## src/rtl/lock_seq_ctrl.sv

```systemverilog
// lock_seq_ctrl: password-lock sequencer (code entry, compare, open, password change, lockout).
// Optional master-code override is enabled by defining LOCK_SEQ_MASTER_PW_EN.
module lock_seq_ctrl #(
  parameter int unsigned         DIGITS     = 4,
  parameter int unsigned         MAX_ERR    = 3,
  parameter int unsigned         UNLOCK_CYC = 1000,
  parameter int unsigned         LOCK_CYC   = 5000,
  parameter logic [DIGITS*4-1:0] DEFAULT_PW = 16'h1234
`ifdef LOCK_SEQ_MASTER_PW_EN
  ,
  parameter logic [DIGITS*4-1:0] MASTER_PW  = 16'h9999
`endif
) (
  input  logic       clk,
  input  logic       rst,
  input  logic [3:0] dig_in,
  input  logic       dig_vld,
  input  logic       back,
  input  logic       set_req,
  output logic       entry_clr,
  output logic       unlocked,
  output logic       alarm,
  output logic       setting,
  output logic [1:0] err_cnt,
  output logic [2:0] state
);

  localparam int unsigned BUF_W  = DIGITS * 4;
  localparam int unsigned CNT_W  = $clog2(DIGITS + 1);
  localparam int unsigned TMR_W  = 24;
  localparam int unsigned ERR_W  = 2;
  localparam int unsigned ERR_IW = ERR_W + 1;

  typedef enum logic [2:0] {
    ST_IDLE      = 3'd0,
    ST_ENTRY     = 3'd1,
    ST_CHECK     = 3'd2,
    ST_OPEN      = 3'd3,
    ST_SET_ENTRY = 3'd4,
    ST_COMMIT    = 3'd5,
    ST_LOCKOUT   = 3'd6
  } state_t;

  state_t             state_q, state_d;
  logic [BUF_W-1:0]   code_q, code_d;
  logic [BUF_W-1:0]   pw_q, pw_d;
  logic [CNT_W-1:0]   cnt_q, cnt_d;
  logic [TMR_W-1:0]   timer_q, timer_d;
  logic [ERR_W-1:0]   err_cnt_q, err_cnt_d;
  logic               entry_clr_q, entry_clr_d;
  logic               unlocked_q, unlocked_d;
  logic               alarm_q, alarm_d;
  logic               setting_q, setting_d;

  logic [BUF_W-1:0]   code_shift;
  logic               last_dig;
  logic [ERR_IW-1:0]  err_inc;
  logic               pw_match;

  assign code_shift = BUF_W'(code_q << 4) | BUF_W'(dig_in);
  assign last_dig   = (cnt_q == CNT_W'(DIGITS - 1));
  assign err_inc    = {1'b0, err_cnt_q} + ERR_IW'(1);
`ifdef LOCK_SEQ_MASTER_PW_EN
  assign pw_match   = (code_q == pw_q) || (code_q == MASTER_PW);
`else
  assign pw_match   = (code_q == pw_q);
`endif

  // Next-state, datapath and registered-output decode
  always_comb begin
    state_d     = state_q;
    code_d      = code_q;
    pw_d        = pw_q;
    cnt_d       = cnt_q;
    timer_d     = timer_q;
    err_cnt_d   = err_cnt_q;
    entry_clr_d = 1'b0;

    case (state_q)
      ST_IDLE, ST_ENTRY, ST_SET_ENTRY: begin
        if (dig_vld) begin
          code_d = code_shift;
          cnt_d  = cnt_q + CNT_W'(1);
          if (last_dig) begin
            state_d = (state_q == ST_SET_ENTRY) ? ST_COMMIT : ST_CHECK;
          end else if (state_q == ST_IDLE) begin
            state_d = ST_ENTRY;
          end
        end else if (back && (state_q != ST_IDLE) && (cnt_q != '0)) begin
          code_d = code_q >> 4;
          cnt_d  = cnt_q - CNT_W'(1);
          if ((state_q == ST_ENTRY) && (cnt_q == CNT_W'(1))) begin
            state_d = ST_IDLE;
          end
        end
      end

      ST_CHECK: begin
        entry_clr_d = 1'b1;
        code_d      = '0;
        cnt_d       = '0;
        if (pw_match) begin
          state_d   = ST_OPEN;
          err_cnt_d = '0;
          timer_d   = TMR_W'(UNLOCK_CYC - 1);
        end else begin
          err_cnt_d = err_inc[ERR_W-1:0];
          if (err_inc >= ERR_IW'(MAX_ERR)) begin
            state_d = ST_LOCKOUT;
            timer_d = TMR_W'(LOCK_CYC - 1);
          end else begin
            state_d = ST_IDLE;
          end
        end
      end

      // A password-change request outranks the relock timeout
      ST_OPEN: begin
        timer_d = timer_q - TMR_W'(1);
        if (set_req) begin
          state_d     = ST_SET_ENTRY;
          code_d      = '0;
          cnt_d       = '0;
          entry_clr_d = 1'b1;
        end else if (timer_q == '0) begin
          state_d     = ST_IDLE;
          entry_clr_d = 1'b1;
        end
      end

      ST_COMMIT: begin
        pw_d        = code_q;
        code_d      = '0;
        cnt_d       = '0;
        entry_clr_d = 1'b1;
        state_d     = ST_IDLE;
      end

      ST_LOCKOUT: begin
        if (timer_q == '0) begin
          state_d     = ST_IDLE;
          err_cnt_d   = '0;
          entry_clr_d = 1'b1;
          code_d      = '0;
          cnt_d       = '0;
        end else begin
          timer_d = timer_q - TMR_W'(1);
        end
`ifdef LOCK_SEQ_MASTER_PW_EN
        // Digits are gathered here only to detect the master abort code
        if (dig_vld) begin
          if (last_dig) begin
            code_d = '0;
            cnt_d  = '0;
            if (code_shift == MASTER_PW) begin
              state_d     = ST_IDLE;
              err_cnt_d   = '0;
              entry_clr_d = 1'b1;
            end
          end else if (timer_q != '0) begin
            code_d = code_shift;
            cnt_d  = cnt_q + CNT_W'(1);
          end
        end
`endif
      end

      default: begin
        state_d = ST_IDLE;
        code_d  = '0;
        cnt_d   = '0;
      end
    endcase

    unlocked_d = (state_d == ST_OPEN);
    alarm_d    = (state_d == ST_LOCKOUT);
    setting_d  = (state_d == ST_SET_ENTRY);
  end

  always_ff @(posedge clk) begin
    if (rst) begin
      state_q     <= ST_IDLE;
      code_q      <= '0;
      pw_q        <= DEFAULT_PW;
      cnt_q       <= '0;
      timer_q     <= '0;
      err_cnt_q   <= '0;
      entry_clr_q <= 1'b0;
      unlocked_q  <= 1'b0;
      alarm_q     <= 1'b0;
      setting_q   <= 1'b0;
    end else begin
      state_q     <= state_d;
      code_q      <= code_d;
      pw_q        <= pw_d;
      cnt_q       <= cnt_d;
      timer_q     <= timer_d;
      err_cnt_q   <= err_cnt_d;
      entry_clr_q <= entry_clr_d;
      unlocked_q  <= unlocked_d;
      alarm_q     <= alarm_d;
      setting_q   <= setting_d;
    end
  end

  assign entry_clr = entry_clr_q;
  assign unlocked  = unlocked_q;
  assign alarm     = alarm_q;
  assign setting   = setting_q;
  assign err_cnt   = err_cnt_q;
  assign state     = state_q;

endmodule

```

## config.mk

```make
export PLATFORM = sky130hd
export DESIGN_NAME = lock_seq_ctrl
export DESIGN_NICKNAME = d
export VERILOG_FILES = /design/src/rtl/lock_seq_ctrl.sv
export SDC_FILE = /design/constraint.sdc
export NUM_CORES = 1
export LEC_CHECK = 0
export ABC_AREA = 1
export BUFFER_PORTS_ARGS = -buffer_cell sky130_fd_sc_hd__buf_4
export CORE_ASPECT_RATIO = 1.2
export CORE_MARGIN = 5
export CORE_UTILIZATION = 50
export DETAILED_ROUTE_END_ITERATION = 7
export PLACE_DENSITY = 0.77
export SYNTH_ARGS = -nofsm -noshare
export SYNTH_HDL_FRONTEND = slang
export SYNTH_SLANG_ARGS = --single-unit
```

## constraint.sdc

```tcl
create_clock -name clk -period 2.05 [get_ports clk]
set_input_delay 0.3075 -clock clk [delete_from_list [all_inputs] [get_ports clk]]
set_output_delay 0.3075 -clock clk [all_outputs]
set_load 0.02 [all_outputs]
```

# Word-level counts from Yosys, hierarchy flattened
# Index checks and enable logic that the tools add are counted.
dict set report word_totals {
  register_bits 68
  word_cells 78
  out_inout_bits 9
}
dict set report classes {
  n_eq_ne 17
  reduce_logical 14
  mux 31
  add_sub_neg 4
  n_bitwise 1
  n_lt_le_gt_ge 1
}
# cell n
set ops {}
lappend ops {{24-bit 2-to-1 mux} 3}
lappend ops {{24-bit case mux with 3 select lines} 1}
lappend ops {{16-bit 2-to-1 mux} 4}
lappend ops {{16-bit case mux with 3 select lines} 1}
lappend ops {{3-bit 2-to-1 mux} 14}
lappend ops {{24-bit logical NOT} 1}
lappend ops {{24-bit by 1-bit subtractor with 24-bit output (second input constant)} 1}
lappend ops {{16-bit equality test} 1}
lappend ops {{16-bit by 4-bit OR with 16-bit output} 1}
lappend ops {{3-bit equality test (second input constant)} 5}
lappend ops {{3-bit by 2-bit equality test with 1-bit output (second input constant)} 4}
lappend ops {{3-bit case mux with 4 select lines} 1}
lappend ops {{3-bit case mux with 3 select lines} 1}
lappend ops {{3-bit nonzero test} 3}
lappend ops {{3-bit by 1-bit equality test with 1-bit output (second input constant)} 2}
lappend ops {{2-bit != test (second input constant)} 3}
lappend ops {{3-bit != test (second input constant)} 2}
lappend ops {{3-bit AND reduction} 2}
lappend ops {{2-bit 2-to-1 mux} 2}
lappend ops {{2-bit case mux with 2 select lines} 1}
lappend ops {{2-bit by 1-bit adder with 3-bit output (second input constant)} 1}
lappend ops {{3-bit by 1-bit adder with 3-bit output (second input constant)} 1}
lappend ops {{3-bit by 2-bit >= comparator with 1-bit output (second input constant)} 1}
lappend ops {{1-bit logical AND} 3}
lappend ops {{8 further kinds} 9}

# Depth between registers and ports, before layout
dict set report depth {
  ltp_word 7
  depth_mapped 12
  depth_no_buf 12
}

# Worst setup path after synthesis
# OpenSTA, ideal clock, no wires.
dict set report synth_path {
  path_kind {register to register}
  start {reg timer_q[0]}
  end {reg code_q[6]}
  setup_slack_ns 0.313
  synth_period_minus_slack_ns 1.737
  required_time_ns 1.930
  setup_ns 0.120
  path_buffers 1
  path_stages_with_launch 11
  arrival_time_ns 1.618
  cell_sequence {dfxtp_1 -> inv_1 -> ha_1 -> nand2_1 -> nor2_4 -> nand3_4 -> nand2_1 -> nand2_2 -> buf_2 -> o21ai_0 -> a21oi_1}
}
dict set report synth_via {
  elab_chain_cells 3
}
# element line
set synth_rtl {}
lappend synth_rtl {{start: declaration} 48} ;# logic [TMR_W-1:0] timer_q, timer_d;
lappend synth_rtl {{start signal: assignment} 197} ;# timer_q <= timer_d;
lappend synth_rtl {{24-bit logical NOT} 140} ;# if (timer_q == '0) begin
lappend synth_rtl {{2-bit != test (no line)} --}
lappend synth_rtl {{3-bit AND reduction (no line)} --}
lappend synth_rtl {{end signal: assignment} 194} ;# code_q <= code_d;
lappend synth_rtl {{end: declaration} 45} ;# logic [BUF_W-1:0] code_q, code_d;
# Every way passes these cells.
# A chain may end at the register's enable or synchronous reset.

# Worst setup path in the final report
dict set report layout_path {
  start {reg timer_q[0]}
  end {reg timer_q[19]}
}
dict set report layout_via {
  elab_chain_cells 3
  elab_cells_between_ends 6
}
# element line
set layout_rtl {}
lappend layout_rtl {{24-bit by 1-bit subtractor with 24-bit output or 24-bit logical NOT (tied branches)} {119, 147, 140}}
lappend layout_rtl {{24-bit 2-to-1 mux or 2-bit != test (tied branches)} --}
lappend layout_rtl {{24-bit case mux with 3 select lines or 3-bit AND reduction (tied branches)} --}
# Several ways; a longest one is shown, not always the timed one. The select of a mux whose other input is x is not followed.

==> results.md <==
- Minimum clock period after layout: 1.874 ns
- Initial Utilization: 51.03%
- Residual DRC: 0
- CP max stage cell: dfxtp_2
- Post-route cell area: 4363 um^2
- Maxcap violations: 0
- Core ar.: 7620 um^2
- Post-synth top area cell: dfxtp_1
- Antenna-violating nets left: 0
- Post-DR wirelength/cell: 12.83 um
- Synth cell types: 32
- GR Util All Layers: 19.84%
- Syn nets: 633
- Reported leakage power: 2.072 nW
- Fraction of layout cells with a size suffix above 1: 10.00%
- Antenna violations before repair: 0
- Root Buffer: clkbuf_8
- Max rail drop VDD: 580.0 uV
- Global-route wire length before repair: 16.14 mm
- Fin nets: 652
- Final setup viols: 0
- Synth top cells by count: nand2_1, nor2_1, dfxtp_1
- Die ar.: 9648 um^2
- Top cells by area, synth: dfxtp_1, nand2_1, nor2_1
- WHS: 0.3536 ns
- Critical path cell sequence: inv_1, ha_1, nand2_1, nor2_4, nand3_4, nor2_4, a21oi_4, buf_4, nand3_1, a21oi_1
- GRT overflow: 0
- Yosys Warn Count: 0
- Placed Area: 4110 um^2
- Vias in the first global route: 3732
- Number of placement rows: 35
- Pwr Density: 695.0 nW/um^2
- Sequential Area: 1363 um^2
- Crit-path max FO: 10
- Clk_skew: 0.01317 ns
- Clock buffer depth: 2
- Crit Path Category: reg -> reg
- Post-synth EDFFs: 0
- TritonCTS sink count: 68
- IO Pins: 18
- CP required: 2.32 ns
- Die Ht: 106.6 um
- Seq/Total Area, Yosys: 35.01%
- Post-synth top flop: dfxtp_1
- Layout fillers: 756
- CP max stage delay: 0.36 ns
- Die width: 90.51 um
- H-tree lvl count: 3
- Port Buffers: 17
- Fmax: 533.7 MHz
- Hold_buf cts: 0
- Mapped cell area: 3889 um^2
- Final hold violation count: 0
- Post-synth top area share: 35.01%
- Total CTS buffers: 9
- Mean Syn Cell Area: 6.313 um^2
- Status: finished clean
- Flip-flop and latch count after synthesis: 68
- Fin crit share: 91.40%
- FFs w/ async S/R, synth: 0%
- Count leader, synth: nand2_1
- Endpoint type of the worst setup path: flip-flop
- Count of TritonRoute iterations in the first routing pass: 6
- RD Place Congestion: 0.9683
- Area occupied by multi-input gates: 2167 um^2
- CTS tree: yes
- Unrepaired setup endpoints after global routing: false
- Via Count: 3931
- WP data arrival: 2.15 ns
- CP most frequent cell: nor2_4
- Max-slew violation count: 0
- Inserted Diodes: 0
- Worst-Margin Slew: 0.4570 ns
- Drt via density: 5.370
- Setup TNS: 0 ns
- Layout area overhead: 12.19%
- Clk_lat worst skew: 0.35 ns
- Slew margin rel.: 69.53%
- Clock slew at reported path FFs: 0.08 ns
- Total power: 0.003032 W
- Worst hold path class: in -> reg
- Post-Syn Instances: 616
- Critical path launch point type: flip-flop
- Final WL: 9.391 mm
- Largest net degree at the start of global routing: 41
- Initial drt markers: 260
- HPWL Detailed: 6.392 mm
==> kinds of logic (layout without fill, tap and decap cells) <==
family | count (synthesis) | after routing | synth area share, %
compound gates | 113 | 113 | 15.44
xor+xnor | 9 | 9 | 2.027
fa+ha+maj | 8 | 8 | 2.574
buf+inv | 94 | 118 | 9.910
flops | 68 | 68 | 35.01
simple gates | 324 | 324 | 35.04
==> worst max-delay path: cells and delay by family, from the launching register on <==
| kind | cells | cell delay, ns |
|---|---|---|
| adders and majority gates | 1 | 0.22 |
| AOI/OAI and AO/OA | 2 | 0.40 |
| buffers and inverters | 2 | 0.34 |
| DFF | 1 | 0.36 |
| and+or+nand+nor | 5 | 0.49 |
==> registers in the layout (all words and copies together), names as in the netlist <==
signal and cells:
timer_q 24, code_q 16, pw_q 16, cnt_q 3, state 3, err_cnt 2
alarm 1, entry_clr 1, setting 1, unlocked 1
==> final timing paths <==
kind / slack, ns / startpoint / to / depth (start not counted)
setup reg to reg: 0.18 / timer_q[0]$_SDFFE_PP0P_ / timer_q[19]$_SDFFE_PP0P_ / 10
hold reg to reg: 0.48 / code_q[14]$_SDFFE_PP0P_ / code_q[14]$_SDFFE_PP0P_ / 2
setup / recovery: 0.18 / timer_q[0]$_SDFFE_PP0P_ / timer_q[19]$_SDFFE_PP0P_ / 10
hold / removal: 0.35 / set_req / unlocked$_SDFF_PP0_ / 4
==> what timing repair did <==
action | 4_1_cts | 5_1_grt
endpoints found under the setup margin | 6 | 14
setup buffers | 0 | 0
gates cloned | 0 | 1
gates resized for setup | 1 | 5
hold endpoints to repair | 0 | 0
==> per-stage QoR <==
step / setup WS, ns / std cells / util (%)
6_report: 0.1764 / 732 / 57.26
3_3_place_gp: 0.08198 / 715 / 53.94
2_1_floorplan: 0.3125 / 616 / -
4_1_cts: 0.1497 / 731 / 56.86
3_5_place_dp: -0.008744 / 715 / 53.94
5_1_grt: 0.01147 / 732 / 57.26
==> per-layer routing <==
layer	global-route usage, %	part of all wire, %
met3	3.719	3.8
met5	0	0
met2	35.83	49
met1	22.69	45
met4	8.404	1.8
==> area by class of cell <==
cell class              instances  share of cell area [%]
clock buffers                  12                   3.327
well taps                      92                   2.638
flip-flops and latches         68                   31.23
repair buffers                 31                   5.363
clock inverters                 4                   1.663
inverters                      71                   6.108
multi-input cells             454                   49.67
==> where the power goes <==
group | switching [W] | internal (W) | leakage (nW) | total (W)
Sequential | 0.0000294 | 0.00136 | 0.552 | 0.00139
Clock | 0.000510 | 0.000718 | 0.107 | 0.00123
Combinational | 0.000264 | 0.000151 | 1.41 | 0.000415
==> cells in the final DEF, fill, tap and decap left out <==
cell type / count
xnor2_1: 2
xor2_1: 7
nor2_2: 1
buf_6: 1
clkinv_2: 1
a211oi_1: 3
nand4_1: 9
o22ai_1: 8
or2_2: 3
clkinvlp_4: 1
nand2_1: 169
dfxtp_2: 1
nand3_4: 1
nor2_1: 87
buf_2: 1
nor2_4: 2
clkinv_1: 1
ha_1: 8
nor3_1: 4
a21oi_2: 1
a21oi_4: 1
inv_1: 66
buf_4: 29
a31oi_1: 2
o21ai_0: 38
nand3b_1: 1
nand2_8: 2
clkbuf_8: 10
nand3_1: 40
dfxtp_1: 67
a21oi_1: 60
nor3b_1: 2
nand2_2: 2
nand3_2: 1
bufinv_16: 2
inv_2: 4
clkbuf_1: 2
(Power assumes the default switching activity.)
